--- src/rtl/cpu_pkg.sv ---
// Shared opcode encodings, phase constants, controller states and the datapath control vector.
package cpu_pkg;

    localparam int unsigned PH_WIDTH = 3;

    localparam logic [2:0] OP_HLT = 3'b000;
    localparam logic [2:0] OP_SKZ = 3'b001;
    localparam logic [2:0] OP_ADD = 3'b010;
    localparam logic [2:0] OP_AND = 3'b011;
    localparam logic [2:0] OP_XOR = 3'b100;
    localparam logic [2:0] OP_LDA = 3'b101;
    localparam logic [2:0] OP_STO = 3'b110;
    localparam logic [2:0] OP_JMP = 3'b111;

    localparam logic [PH_WIDTH-1:0] PH_0 = 3'd0;
    localparam logic [PH_WIDTH-1:0] PH_1 = 3'd1;
    localparam logic [PH_WIDTH-1:0] PH_2 = 3'd2;
    localparam logic [PH_WIDTH-1:0] PH_3 = 3'd3;
    localparam logic [PH_WIDTH-1:0] PH_4 = 3'd4;
    localparam logic [PH_WIDTH-1:0] PH_5 = 3'd5;
    localparam logic [PH_WIDTH-1:0] PH_6 = 3'd6;
    localparam logic [PH_WIDTH-1:0] PH_7 = 3'd7;

    typedef enum logic [1:0] {
        ST_RUN   = 2'd0,
        ST_WAIT  = 2'd1,
        ST_HALT  = 2'd2,
        ST_FAULT = 2'd3
    } state_t;

    typedef struct packed {
        logic sel;
        logic rd;
        logic ld_ir;
        logic inc_pc;
        logic halt;
        logic ld_pc;
        logic data_e;
        logic load_ac;
        logic wr;
    } ctrl_t;

endpackage

--- src/rtl/ctrl_decode.sv ---
// Combinational decode of (phase, state, opcode, a_zero) into datapath controls,
// plus the memory wait-point and halt-request qualifiers used by the sequencer.
module ctrl_decode
    import cpu_pkg::*;
#(
    parameter int unsigned OP_WIDTH = 3
) (
    input  logic [PH_WIDTH-1:0] phase,
    input  state_t              state,
    input  logic [OP_WIDTH-1:0] opcode,
    input  logic                a_zero,
    output ctrl_t               ctrl,
    output logic                wait_point,
    output logic                hlt_req
);

    logic [OP_WIDTH-1:0] op_hi;
    logic                is_a;
    logic                is_h;
    logic                is_z;
    logic                is_j;
    logic                is_s;

    // Opcode classes; any nonzero upper bit forces a NOP.
    always_comb begin
        is_a  = 1'b0;
        is_h  = 1'b0;
        is_z  = 1'b0;
        is_j  = 1'b0;
        is_s  = 1'b0;
        op_hi = opcode >> 3;
        if (op_hi == '0) begin
            case (opcode[2:0])
                OP_HLT:                         is_h = 1'b1;
                OP_SKZ:                         is_z = a_zero;
                OP_ADD, OP_AND, OP_XOR, OP_LDA: is_a = 1'b1;
                OP_STO:                         is_s = 1'b1;
                OP_JMP:                         is_j = 1'b1;
            endcase
        end
    end

    always_comb begin
        ctrl = '0;
        case (state)
            ST_HALT:  ctrl.halt = 1'b1;
            ST_FAULT: ;
            default: begin
                case (phase)
                    PH_0: ctrl.sel = 1'b1;
                    PH_1: begin
                        ctrl.sel = 1'b1;
                        ctrl.rd  = 1'b1;
                    end
                    PH_2, PH_3: begin
                        ctrl.sel   = 1'b1;
                        ctrl.rd    = 1'b1;
                        ctrl.ld_ir = 1'b1;
                    end
                    PH_4: begin
                        ctrl.inc_pc = 1'b1;
                        ctrl.halt   = is_h;
                    end
                    PH_5: ctrl.rd = is_a;
                    PH_6: begin
                        ctrl.rd     = is_a;
                        ctrl.inc_pc = is_z;
                        ctrl.ld_pc  = is_j;
                        ctrl.data_e = is_s;
                    end
                    PH_7: begin
                        ctrl.rd      = is_a;
                        ctrl.ld_pc   = is_j;
                        ctrl.data_e  = is_s;
                        ctrl.load_ac = is_a;
                        ctrl.wr      = is_s;
                    end
                endcase
            end
        endcase
    end

    assign wait_point = (phase == PH_3) || ((phase == PH_7) && (is_a || is_s));
    assign hlt_req    = (phase == PH_4) && is_h;

endmodule

--- src/rtl/cpu_phase_controller.sv ---
// 8-phase instruction sequencer with memory wait-states, sticky timeout fault and resumable HALT.
// Optional single-step mode is built when CPU_CTRL_SINGLE_STEP_EN is defined.
module cpu_phase_controller
    import cpu_pkg::*;
#(
    parameter int unsigned OP_WIDTH = 3,
    parameter int unsigned TO_WIDTH = 4,
    parameter int unsigned TIMEOUT  = 15
) (
    input  logic                clk,
    input  logic                rst,
    input  logic [OP_WIDTH-1:0] opcode,
    input  logic                a_zero,
    input  logic                mem_ready,
    input  logic                go,
`ifdef CPU_CTRL_SINGLE_STEP_EN
    input  logic                step_mode,
`endif
    output logic                sel,
    output logic                rd,
    output logic                ld_ir,
    output logic                inc_pc,
    output logic                halt,
    output logic                ld_pc,
    output logic                data_e,
    output logic                load_ac,
    output logic                wr,
    output logic [2:0]          phase,
    output logic                instr_done,
    output logic                fault
);

    state_t              state_q;
    state_t              state_n;
    logic [PH_WIDTH-1:0] phase_q;
    logic [PH_WIDTH-1:0] phase_n;
    logic [TO_WIDTH-1:0] tocnt_q;
    logic [TO_WIDTH-1:0] tocnt_n;
    logic [TO_WIDTH-1:0] tocnt_inc;
    ctrl_t               ctrl;
    logic                wait_point;
    logic                hlt_req;
    logic                advance;
    logic                step_en;

`ifdef CPU_CTRL_SINGLE_STEP_EN
    assign step_en = step_mode;
`else
    assign step_en = 1'b0;
`endif

    ctrl_decode #(
        .OP_WIDTH (OP_WIDTH)
    ) u_decode (
        .phase      (phase_q),
        .state      (state_q),
        .opcode     (opcode),
        .a_zero     (a_zero),
        .ctrl       (ctrl),
        .wait_point (wait_point),
        .hlt_req    (hlt_req)
    );

    always_ff @(posedge clk) begin
        if (rst) begin
            state_q <= ST_RUN;
            phase_q <= PH_0;
            tocnt_q <= '0;
        end else begin
            state_q <= state_n;
            phase_q <= phase_n;
            tocnt_q <= tocnt_n;
        end
    end

    // Fault outranks timeout, which outranks mem_ready/go.
    always_comb begin
        state_n   = state_q;
        phase_n   = phase_q;
        tocnt_n   = tocnt_q;
        advance   = 1'b0;
        tocnt_inc = tocnt_q + TO_WIDTH'(1);
        case (state_q)
            ST_RUN: begin
                if (wait_point && !mem_ready) begin
                    tocnt_n = tocnt_inc;
                    state_n = (tocnt_inc == TO_WIDTH'(TIMEOUT)) ? ST_FAULT : ST_WAIT;
                end else if (hlt_req) begin
                    state_n = ST_HALT;
                end else begin
                    advance = 1'b1;
                end
            end
            ST_WAIT: begin
                if (!mem_ready) begin
                    tocnt_n = tocnt_inc;
                    if (tocnt_inc == TO_WIDTH'(TIMEOUT)) begin
                        state_n = ST_FAULT;
                    end
                end else begin
                    advance = 1'b1;
                end
            end
            ST_HALT: begin
                if (go) begin
                    state_n = ST_RUN;
                    phase_n = phase_q + PH_WIDTH'(1);
                end
            end
            ST_FAULT: ;
            default: ;
        endcase
        if (advance) begin
            tocnt_n = '0;
            state_n = ST_RUN;
            phase_n = phase_q + PH_WIDTH'(1);
            // Single-step parks at phase 0 instead of starting the next instruction.
            if ((phase_q == PH_7) && step_en) begin
                state_n = ST_HALT;
                phase_n = PH_0;
            end
        end
    end

    assign instr_done = advance && (phase_q == PH_7);
    assign fault      = (state_q == ST_FAULT);
    assign phase      = phase_q;
    assign sel        = ctrl.sel;
    assign rd         = ctrl.rd;
    assign ld_ir      = ctrl.ld_ir;
    assign inc_pc     = ctrl.inc_pc;
    assign halt       = ctrl.halt;
    assign ld_pc      = ctrl.ld_pc;
    assign data_e     = ctrl.data_e;
    assign load_ac    = ctrl.load_ac;
    assign wr         = ctrl.wr;

endmodule

--- config.mk ---
export PLATFORM = sky130hd
export DESIGN_NAME = cpu_phase_controller
export DESIGN_NICKNAME = d
export VERILOG_FILES = /design/src/rtl/cpu_pkg.sv /design/src/rtl/ctrl_decode.sv /design/src/rtl/cpu_phase_controller.sv
export SDC_FILE = /design/constraint.sdc
export NUM_CORES = 1
export LEC_CHECK = 0
export CORE_AREA = 3 3 46 48
export CTS_CLUSTER_DIAMETER = 100
export CTS_CLUSTER_SIZE = 14
export DETAILED_ROUTE_END_ITERATION = 7
export DIE_AREA = 0 0 49 51
export MAX_ROUTING_LAYER = met4
export PLACE_DENSITY = 0.77
export REMOVE_ABC_BUFFERS = 1
export SETUP_SLACK_MARGIN = 0.02
export SYNTH_ARGS = -nofsm -noshare
export SYNTH_HDL_FRONTEND = slang
export SYNTH_SLANG_ARGS = --single-unit
--- constraint.sdc ---
create_clock -name clk -period 3.4 [get_ports clk]
set_input_delay 0.51 -clock clk [delete_from_list [all_inputs] [get_ports clk]]
set_output_delay 0.51 -clock clk [all_outputs]
set_load 0.005 [all_outputs]
==> results.md <==
Critical path:
- At the worst endpoint, the arrival time is 2.40 ns.
- The largest fanout on the critical path is 7.
- Counting cells, the worst reg-to-reg path comes to 7.
- In this run the critical register-to-register path is launched from phase[0].
- The register-to-register path setup slack is 1.31 ns.
- The worst setup path is of the input pin to output port kind.
- The endpoint identified for the worst register-to-register timing path is state_q[0].
- The end point of the critical path is instr_done.
- STA classifies the critical path endpoint as an output port.
- The required time at the endpoint of the critical path is 2.89 ns.
- The critical path launch point is opcode[2].
- The worst setup path is launched from an input pin.

Clocking:
- Counting the buffers created by CTS gives 3.
- The number of clock sinks is 9.
- Counting along the longest clock path gives a buffer depth of 2.
- In this run, post-CTS repair resized a total of 0 instances.
- In this run, post-CTS hold repair placed 0 buffers.
- The level count of the clock H-tree is 1.
- TritonCTS built the clock tree.
- The clock-pin transition on the worst setup and hold timing paths is 0.06 ns.
- Post-CTS timing repair inserted 0 buffers for setup.
- In this run the clock root is driven by a sky130_fd_sc_hd__clkbuf_4.
- The clock insertion delay at the later pin of the skew report is 0.26 ns.

Timing:
- The number of failing setup endpoints in the final timing report is 0.
- Setup repair after global routing left no endpoint under its margin.
- The relative slew slack is 0.711.
- The final-layout setup total negative slack is 0 ns.
- For the pin with the worst max-slew slack, the measured transition is 0.431 ns.
- The minimum clock period is 2.91 ns.
- The final number of hold-violating endpoints is 0.
- Of the available clock period, the critical path in the final layout requires 0.857.
- The post-route worst hold slack is 0.537 ns.
- The achievable frequency is 343 MHz.
- The worst setup slack after layout is 0.486 ns.
- The max-slew violation count is 0.
- The final worst clock skew is 0.00495 ns.

Power and ir drop:
- The highest ir drop seen on vdd is 0.212 mV.
- The leakage component of the power is 0.453 nW.
- Power spread over the standard cell area amounts to 292 mW/mm².

Cells and area:
- Registers take 180 µm².
- Compared with the post-synthesis result, the final layout area differs by 28.3%.
- The net count of the finished layout is 159.
- In the final layout, the multi-input gates occupy 677 µm².
- With fillers left out, the area of the finished cells amounts to 0.00117 mm².
- In the final layout, the share of cells above drive strength 1 is 0.0956.
- The layout has 158 filler cells.
- The number of inserted diodes is 0.
- The number of standard cells in the layout, taps in and fillers out is 161.

Placed design:
- The detailed-placement wirelength estimate is 1670 µm.
- Routability-driven placement finished with a final weighted congestion of 0.805.
- Port buffering added 21 buffers.
- Timing analysis after detailed placement gives a worst setup slack of 0.501 ns.
- Once placement completed, the tool counted placed cells totaling 157.
- In this run the cell area measured after placement is 0.00115 mm².

Die:
- The core region area is 0.00175 mm².
- 22 I/O pins were placed.
- The die covers 0.00250 mm².
- For this configuration, the core starts out at a cell density of 0.524.
- The vertical die dimension is 51 µm.
- After floorplanning, the core was divided into 15 placement rows.
- The floorplan step set the die width to 49 µm.

Run status:
- The run finished with clean final reports.

Synthesis:
- Yosys attributes the largest share of cell area to sky130_fd_sc_hd__dfxtp_1 (20%), sky130_fd_sc_hd__ha_1 (19%), sky130_fd_sc_hd__nor2_1 (6.6%).
- The register bit total from synthesis is 9.
- The synthesized instance count is 113.
- The dominant synthesized flop cell is sky130_fd_sc_hd__dfxtp_1.
- The number of distinct library cell variants in the gate-level netlist after synthesis is 42.
- Counting flops with a built-in enable in the synthesized netlist gives 0.
- The fraction of the yosys area taken by sequential cells is 0.197.
- The area share of the largest cell type after synthesis is 0.197.
- By count the netlist is led by sky130_fd_sc_hd__nor2_1 (16), sky130_fd_sc_hd__ha_1 (14), sky130_fd_sc_hd__inv_1 (13), sky130_fd_sc_hd__dfxtp_1 (9).
- The biggest area contributor in the post-synthesis netlist is sky130_fd_sc_hd__dfxtp_1.
- The most frequent cell after synthesis is sky130_fd_sc_hd__nor2_1.
- The number of warnings issued by yosys is 0.
- The synthesized area divided by synthesized cell count is 8.09 µm².
- In the synthesized netlist the async set-or-reset flop fraction comes to 0.
- Summing every instance area after synthesis gives 915 µm².

GRT:
- The total track usage is 0.178.
- Entering global routing, the biggest net connects 8 pins.
- The number of global-route vias before repair is 778.
- The first global-routing pass estimated 3260 µm of wire.
- The number of antenna violations at the first check in global routing is 0.
- The total overflow left after global routing is 0.

Detailed routing:
- The number of vias after detailed routing is 867.
- The first routing iteration left 10 violations.
- After detailed routing, the total wire length is 2020 µm.
- The routed length per placed instance is 12.5 µm.
- In the routed design, unresolved DRC markers number 0.
- Before antenna repair, the detailed router went through 4 iterations.
- The via count normalized by instance count is 5.39.
- The detail route stage leaves a number of antenna-violating nets equal to 0.

Job:
- The number of violations of the max-capacitance limit is 0.

Min path:
- Counting instances, the worst hold path has a depth of 2.
- The tightest min-delay check is of the register to register type.
-- critical path, cell delays in order --
cell	delay, ns
sky130_fd_sc_hd__clkdlybuf4s50_1	0.55
sky130_fd_sc_hd__and3_4	0.27
sky130_fd_sc_hd__o32ai_4	0.37
sky130_fd_sc_hd__a21oi_2	0.07
sky130_fd_sc_hd__and2_2	0.20
sky130_fd_sc_hd__clkdlybuf4s50_1	0.43
-- final cells by class --
cell class / count / area share
Timing Repair Buffer: 21 / 0.179
Clock buffer: 4 / 0.0224
Inverter: 13 / 0.0416
Multi-Input combinational cell: 89 / 0.577
Tap cell: 25 / 0.0267
Sequential cell: 9 / 0.154
-- registers in the layout (all words and copies together) (netlist names) --
name and flops:
phase 3, state_q 2, tocnt_q 4
-- worst min path at each step --
stage	slack (ns)	end	startpoint
final	0.54	state_q[1]	state_q[1]
after global routing	0.57	state_q[1]	state_q[1]
after CTS	0.54	state_q[1]	state_q[1]
after detailed placement	0.53	state_q[1]	state_q[1]
after global placement	0.53	state_q[1]	state_q[1]
after floorplan	0.50	state_q[1]	state_q[1]
-- kinds of logic after synthesis --
kind of cell / after synthesis / share of synthesized area
fa+ha+maj: 14 / 0.192
mux: 1 / 0.0109
simple gates: 43 / 0.242
buf+inv: 15 / 0.0629
compound gates: 26 / 0.248
flops: 9 / 0.197
xor+xnor: 5 / 0.0479
-- per-layer routing --
layer | track usage | share of wire
met1 | 0.174 | 0.44
met2 | 0.319 | 0.50
met3 | 0.0262 | 0.034
met4 | 0.137 | 0.027
met5 | - | 0
-- cells in the final DEF (no fill, tap or decap), types with 2 or more instances in the layout --
cell,count
sky130_fd_sc_hd__clkbuf_4,3
sky130_fd_sc_hd__a21oi_1,6
sky130_fd_sc_hd__nor3_1,2
sky130_fd_sc_hd__xnor2_1,3
sky130_fd_sc_hd__ha_1,14
sky130_fd_sc_hd__nor2_1,16
sky130_fd_sc_hd__o211ai_1,2
sky130_fd_sc_hd__dfxtp_1,9
sky130_fd_sc_hd__a41oi_1,2
sky130_fd_sc_hd__and3_1,2
sky130_fd_sc_hd__nand2_1,6
sky130_fd_sc_hd__xor2_1,2
sky130_fd_sc_hd__inv_1,13
sky130_fd_sc_hd__nand3_1,4
sky130_fd_sc_hd__o21ai_0,3
sky130_fd_sc_hd__a211oi_1,2
sky130_fd_sc_hd__clkdlybuf4s50_1,21
-- where the power goes --
group / internal (mW) / switching [mW] / total [mW] / leakage, nW
sequential: 0.112 / 0.0103 / 0.123 / 0.0731
combinational: 0.0753 / 0.0630 / 0.138 / 0.364
clock: 0.0452 / 0.0372 / 0.0824 / 0.0150
total: 0.233 / 0.110 / 0.343 / 0.453
-- per-stage QoR --
step / power, mW / utilization
2_1_floorplan: 0.196 / -
3_3_place_gp: 0.260 / 0.657
3_5_place_dp: 0.263 / 0.657
4_1_cts: 0.349 / 0.672
5_1_grt: 0.368 / 0.672
6_report: 0.343 / 0.672
Note: power is estimated with default switching activity, not from simulation.
